<file path="src/rtl/yapay_zeka_komut_siralayici.sv">
`default_nettype none
// ============================================================================
// Module   : yapay_zeka_komut_siralayici
// Function : X-instruction FIFO and issue sequencer for yapay_zeka_hizlandiricisi.
//            Optional RUN watchdog: define YAPAY_ZEKA_ZAMAN_ASIMI_EN.
// Revision : 1.0
// ============================================================================
module yapay_zeka_komut_siralayici #(
  parameter int FIFO_DERINLIK = 4,
  parameter int RUN_SINIR     = 32
) (
  input  logic        clk_i,
  input  logic        rst_ni,
  input  logic        ddb_durdur_i,
  input  logic        temizle_i,
  input  logic        istek_gecerli_i,
  output logic        istek_hazir_o,
  input  logic [2:0]  istek_kontrol_i,
  input  logic        istek_rs2_en_i,
  input  logic [31:0] istek_deger1_i,
  input  logic [31:0] istek_deger2_i,
  output logic [2:0]  yzh_kontrol_o,
  output logic        yzh_basla_o,
  output logic        yzh_rs2_en_o,
  output logic [31:0] yzh_deger1_o,
  output logic [31:0] yzh_deger2_o,
  input  logic        yzh_bitti_i,
  output logic        run_bitti_o,
  output logic        bos_o,
  output logic        hata_o
);

  // Only LD_W (reset value) and RUN need decoding; other opcodes pass through.
  localparam logic [2:0] c_YZH_LD_W = 3'd0;
  localparam logic [2:0] c_YZH_RUN  = 3'd4;

  localparam logic [1:0] c_BOSTA  = 2'd0;
  localparam logic [1:0] c_GONDER = 2'd1;
  localparam logic [1:0] c_CALIS  = 2'd2;

  localparam int ADRES_W = $clog2(FIFO_DERINLIK);
  localparam int SAYI_W  = ADRES_W + 1;
  localparam int KOMUT_W = 68;

  logic [KOMUT_W-1:0] r_mem [FIFO_DERINLIK];
  logic [ADRES_W-1:0] r_yaz;
  logic [ADRES_W-1:0] r_oku;
  logic [SAYI_W-1:0]  r_sayi;
  logic [1:0]         r_durum;
  logic [2:0]         r_kontrol;
  logic               r_basla;
  logic               r_rs2_en;
  logic [31:0]        r_deger1;
  logic [31:0]        r_deger2;
  logic               r_run_bitti;

  logic               w_bos;
  logic               w_dolu;
  logic               w_calis;
  logic               w_yaz_istek;
  logic               w_serbest;
  logic               w_pop;
  logic               w_birak;
  logic               w_fifo_yaz;
  logic               w_fifo_oku;
  logic               w_zaman_asimi;
  logic [KOMUT_W-1:0] w_gelen;
  logic [KOMUT_W-1:0] w_sonraki;

  if ((FIFO_DERINLIK < 2) || ((FIFO_DERINLIK & (FIFO_DERINLIK - 1)) != 0) || (RUN_SINIR < 1))
  begin : g_parametre_hatasi
    $error("yapay_zeka_komut_siralayici: FIFO_DERINLIK must be a power of 2 >= 2, RUN_SINIR >= 1");
  end

  assign w_bos       = (r_sayi == '0);
  assign w_dolu      = (r_sayi == SAYI_W'(FIFO_DERINLIK));
  assign w_calis     = (r_durum == c_CALIS);
  assign w_yaz_istek = istek_gecerli_i && !w_dolu && !temizle_i;
  assign w_gelen     = {istek_kontrol_i, istek_rs2_en_i, istek_deger1_i, istek_deger2_i};

  // An empty FIFO lets the incoming request issue straight away (one-cycle latency).
  assign w_serbest  = !temizle_i && !ddb_durdur_i && (!w_calis || yzh_bitti_i);
  assign w_pop      = w_serbest && (!w_bos || w_yaz_istek);
  assign w_sonraki  = w_bos ? w_gelen : r_mem[r_oku];
  assign w_fifo_yaz = w_yaz_istek && !(w_pop && w_bos);
  assign w_fifo_oku = w_pop && !w_bos;
  assign w_birak    = (w_serbest && !w_pop) || w_zaman_asimi;

`ifdef YAPAY_ZEKA_ZAMAN_ASIMI_EN
  localparam int SAYAC_W = $clog2(RUN_SINIR + 1);

  logic [SAYAC_W-1:0] r_sayac;
  logic               r_hata;

  assign w_zaman_asimi = w_calis && !ddb_durdur_i && !yzh_bitti_i && !temizle_i &&
                         (r_sayac == SAYAC_W'(RUN_SINIR - 1));
  assign hata_o        = r_hata;

  always_ff @(posedge clk_i or negedge rst_ni) begin
    if (!rst_ni) begin
      r_sayac <= '0;
      r_hata  <= 1'b0;
    end else if (temizle_i) begin
      r_sayac <= '0;
      r_hata  <= 1'b0;
    end else begin
      r_hata <= w_zaman_asimi;
      if (w_pop) begin
        r_sayac <= '0;
      end else if (w_calis && !ddb_durdur_i) begin
        r_sayac <= r_sayac + SAYAC_W'(1);
      end
    end
  end
`else
  assign w_zaman_asimi = 1'b0;
  assign hata_o        = 1'b0;
`endif

  always_ff @(posedge clk_i) begin
    if (w_fifo_yaz) begin
      r_mem[r_yaz] <= w_gelen;
    end
  end

  always_ff @(posedge clk_i or negedge rst_ni) begin
    if (!rst_ni) begin
      r_yaz       <= '0;
      r_oku       <= '0;
      r_sayi      <= '0;
      r_durum     <= c_BOSTA;
      r_kontrol   <= c_YZH_LD_W;
      r_basla     <= 1'b0;
      r_rs2_en    <= 1'b0;
      r_deger1    <= '0;
      r_deger2    <= '0;
      r_run_bitti <= 1'b0;
    end else if (temizle_i) begin
      r_yaz       <= '0;
      r_oku       <= '0;
      r_sayi      <= '0;
      r_durum     <= c_BOSTA;
      r_basla     <= 1'b0;
      r_run_bitti <= 1'b0;
    end else begin
      r_run_bitti <= w_calis && yzh_bitti_i && !ddb_durdur_i;
      if (w_fifo_yaz) begin
        r_yaz <= r_yaz + ADRES_W'(1);
      end
      if (w_fifo_oku) begin
        r_oku <= r_oku + ADRES_W'(1);
      end
      r_sayi <= r_sayi + SAYI_W'(w_fifo_yaz) - SAYI_W'(w_fifo_oku);
      if (w_pop) begin
        {r_kontrol, r_rs2_en, r_deger1, r_deger2} <= w_sonraki;
        r_basla <= 1'b1;
        r_durum <= (w_sonraki[KOMUT_W-1 -: 3] == c_YZH_RUN) ? c_CALIS : c_GONDER;
      end else if (w_birak) begin
        r_basla <= 1'b0;
        r_durum <= c_BOSTA;
      end
    end
  end

  assign istek_hazir_o = !w_dolu;
  assign bos_o         = w_bos && (r_durum == c_BOSTA);
  assign yzh_kontrol_o = r_kontrol;
  assign yzh_basla_o   = r_basla;
  assign yzh_rs2_en_o  = r_rs2_en;
  assign yzh_deger1_o  = r_deger1;
  assign yzh_deger2_o  = r_deger2;
  assign run_bitti_o   = r_run_bitti;

endmodule
`default_nettype wire

</file>
<file path="config.mk">
export PLATFORM = sky130hd
export DESIGN_NAME = yapay_zeka_komut_siralayici
export DESIGN_NICKNAME = d
export VERILOG_FILES = /design/src/rtl/yapay_zeka_komut_siralayici.sv
export SDC_FILE = /design/constraint.sdc
export NUM_CORES = 1
export LEC_CHECK = 0
export ABC_AREA = 1
export CAP_MARGIN = 20
export CORE_MARGIN = 2
export CORE_UTILIZATION = 55
export CTS_CLUSTER_DIAMETER = 150
export CTS_CLUSTER_SIZE = 12
export DETAILED_ROUTE_END_ITERATION = 6
export HOLD_SLACK_MARGIN = 0.03
export MAX_ROUTING_LAYER = met4
export PLACE_DENSITY = 0.78
export SYNTH_ARGS = -nofsm -noshare
export SYNTH_HDL_FRONTEND = slang
export SYNTH_SLANG_ARGS = --single-unit
</file>
<file path="constraint.sdc">
create_clock -name clk_i -period 10.2 [get_ports clk_i]
set_input_delay 1.02 -clock clk_i [delete_from_list [all_inputs] [get_ports clk_i]]
set_output_delay 1.02 -clock clk_i [all_outputs]
set_load 0.03 [all_outputs]
</file>
==> impl_metrics.ini <==
[clock_tree]
insertion_delay_ps = 520
cts_setup_buffers = 0
cts_resized = 0
cts_tree = built
cts_buffers = 35
htree_levels = 2
cts_sinks = 351
cts-root-buf = clkbuf_16
path_clk_slew_ps = 60
cts_max_path_buffers = 3
postCtsHoldBufs = 0

[cells_and_area]
final_area_um2 = 16700
final_nets = 1396
final_core_util_pct = 66.3
syn_to_final_growth_pct = 18.4
drive_gt1_share_pct = 6.71

[job]
maxCapViolations = 0

[floorplan]
die_area_um2 = 26900
initial_core_util_pct = 56.0
core-area_um2 = 25200
die_w_um = 164
rows = 58
fp.dieH_um = 164
io_pins = 147

[synthesis]
syn-cell-area_um2 = 14100
yosys.area.top_type = edfxtp_1
synth_warnings = 0
synth_nets = 1277
ys_seq_area_share_pct = 71.9
synth_edf_count = 272
syn_inst = 1196
synth-main-ff-cell = edfxtp_1
yosys-top-cells-area = edfxtp_1 (58%), dfrtp_1 (14%), a21oi_1 (5.1%), nor2_1 (5.1%), nand2_1 (4.9%)
yosys_register_bits = 351
avgSynthCellArea_um2 = 11.8
async_flop_share_pct = 22.5
ys_types = 30
synth.most_common_cell = edfxtp_1
synth_top_area_share_pct = 57.9
synthTopCellsByCount = edfxtp_1 (272), nor2_1 (191), nand2_1 (183)

[worst_setup_path]
crit_path_top_delay_cell = clkdlybuf4s50_1
r2r_end = r_mem[1][6]
crit_arrival_ps = 2770
cpPeakStageDelay_ps = 740
critPathTopFamily = simple AND/OR/NAND/NOR gates
cp_data_required_time_ps = 9180
critPathLaunchType = flop
cp_cell_sequence = nor2_4 -> nand2_4 -> nor3_1 -> clkdlybuf4s50_1
endpoint_kind = primary output
reg2reg_depth = 7
critical_path_class = flop to primary output
r2r_slack_ps = 7100
reg2reg_from = r_sayi[2]
path_max_fanout = 73
path_buf_inv = 1

[placement]
placedInstanceArea_um2 = 15700
gp_congestion = 0.771
dp_slack_ps = 6480
place_hpwl_um = 15900
portBuffers = 145

[detailed_routing]
wirelength_um = 30100
drt_iter0_drc = 857
vias = 9254
vias_per_cell = 5.53
first_pass_iters = 5
wl_per_cell_um = 18.0
ant_nets = 0
drc = 0

[sta]
finalClockSkew_ps = 19.8
finalWorstSetupSlack_ps = 6410
setup_viol = 0
holdWs_ps = 505
fmax_ghz = 0.264
final_hold_viol_count = 0
min_period_over_period_pct = 37.2
tightestPinTransition_ps = 1080
finalCriticalPeriod_ps = 3790
fin_tns_setup_ps = 0
report.final.slew_viol_count = 0
slew-limit-headroom_pct = 28.1
rsz0062_at_grt = false

[global_route]
grt_max_degree = 97
track_usage_pct = 23.3
grt_pass1_wl_um = 47200
grt_overflow = 0
grt_pass1_vias = 9118
antenna_found_initial = 2

[power]
p_sw_mw = 1.67
combPwrFrac_pct = 33.7
pwr-share-clk_pct = 25.3
irDropWorstVdd_uv = 207
leakagePower_nw = 6.04
intPower_mw = 2.95
switching_share_pct = 36.2
power.density_nw_per_um2 = 277
seqPwrFrac_pct = 40.9

[hold_path]
hp-class = input pin to async pin

[status]
outcome = finished clean
-- final cells by class --
cell class	count	area [um^2]
clock inverter	3	36.3
inverter	30	118
sequential	351	10100
multi-input combinational	740	3440
fill	1794	8490
tap	330	413
timing repair buffer	157	1540
antenna	2	5.00
clock buffer	61	995
-- per-stage QoR --
stage / instances / power, mW
after global routing: 1674 / 4.86
after floorplan: 1196 / 2.95
after detailed placement: 1608 / 3.49
after global placement: 1608 / 3.45
final: 1674 / 4.63
after CTS: 1672 / 4.66
-- layer usage --
| metal | up-vias | wire length (um) | part of all wire [%] | global-route usage (%) |
|---|---|---|---|---|
| met5 | - | 0 | 0 | - |
| met4 | 0 | 590 | 2.0 | 7.58 |
| met3 | 48 | 2130 | 7.1 | 3.69 |
| met2 | 352 | 14900 | 49 | 38.2 |
| met1 | 4458 | 12500 | 41 | 30.1 |
| li1 | 4396 | - | - | - |
-- worst max path at each step --
stage	start	endpoint	slack [ps]	depth (start not counted)
final	r_sayi[1]	bos_o	6410	4
after global routing	r_sayi[1]	bos_o	6270	4
after CTS	r_sayi[1]	bos_o	6380	4
after detailed placement	temizle_i	r_mem[1][16]	6480	8
after global placement	temizle_i	r_mem[1][17]	6520	8
after floorplan	temizle_i	r_mem[0][0]	5330	6
-- worst reg2reg max path, stage by stage (launching register included) --
cell	delay, ps
dfrtp_1	410
inv_1	110
nand2_4	650
clkinv_2	150
nand2_1	120
nand2_2	180
nor2_4	270
buf_4	760
-- registers in the layout, indices dropped and copies added, names as in the netlist --
register	count
yzh_basla_o	1
r_mem	272
r_oku	2
yzh_deger2_o	32
yzh_deger1_o	32
r_durum	2
r_sayi	3
r_yaz	2
run_bitti_o	1
yzh_kontrol_o	3
yzh_rs2_en_o	1
-- power groups by stage --
| stage | Combinational (mW) | Sequential, mW | Clock, mW |
|---|---|---|---|
| floorplan | 0.790 | 2.16 | 0 |
| global placement | 1.53 | 1.92 | 0 |
| detailed placement | 1.57 | 1.92 | 0 |
| CTS | 1.57 | 1.90 | 1.19 |
| global route | 1.70 | 1.92 | 1.25 |
| finish | 1.56 | 1.89 | 1.17 |
-- layout by cell type (no fill, tap or decap), types with 2 or more instances in the layout --
master | synthesis | routed
nor2_4 | 2 | 6
nand2_2 | 3 | 2
inv_2 | 4 | 2
clkdlybuf4s50_1 | 0 | 144
clkinv_2 | 1 | 2
diode_2 | 0 | 2
o21ai_0 | 94 | 94
nor2_1 | 191 | 187
a21oi_1 | 144 | 144
clkbuf_16 | 0 | 36
buf_4 | 15 | 13
or2_2 | 3 | 3
inv_1 | 25 | 25
edfxtp_1 | 272 | 272
clkbuf_1 | 19 | 25
a21oi_2 | 17 | 17
o21a_1 | 2 | 2
nand3_1 | 63 | 63
ha_1 | 6 | 6
o21ai_1 | 23 | 23
nand2_1 | 183 | 183
dfrtp_1 | 79 | 77
nor3_1 | 2 | 2
nand2_4 | 1 | 2
-- cell families after synthesis --
| group | after synthesis | share of synthesized area (%) |
|---|---|---|
| xor+xnor | 1 | 0.0621 |
| simple gates | 450 | 12.9 |
| flops | 351 | 71.9 |
| compound gates | 281 | 10.5 |
| buf+inv | 105 | 3.94 |
| other cells | 1 | 0.0266 |
| fa+ha+maj | 7 | 0.674 |
No activity file was read; power rests on OpenSTA's default activity.
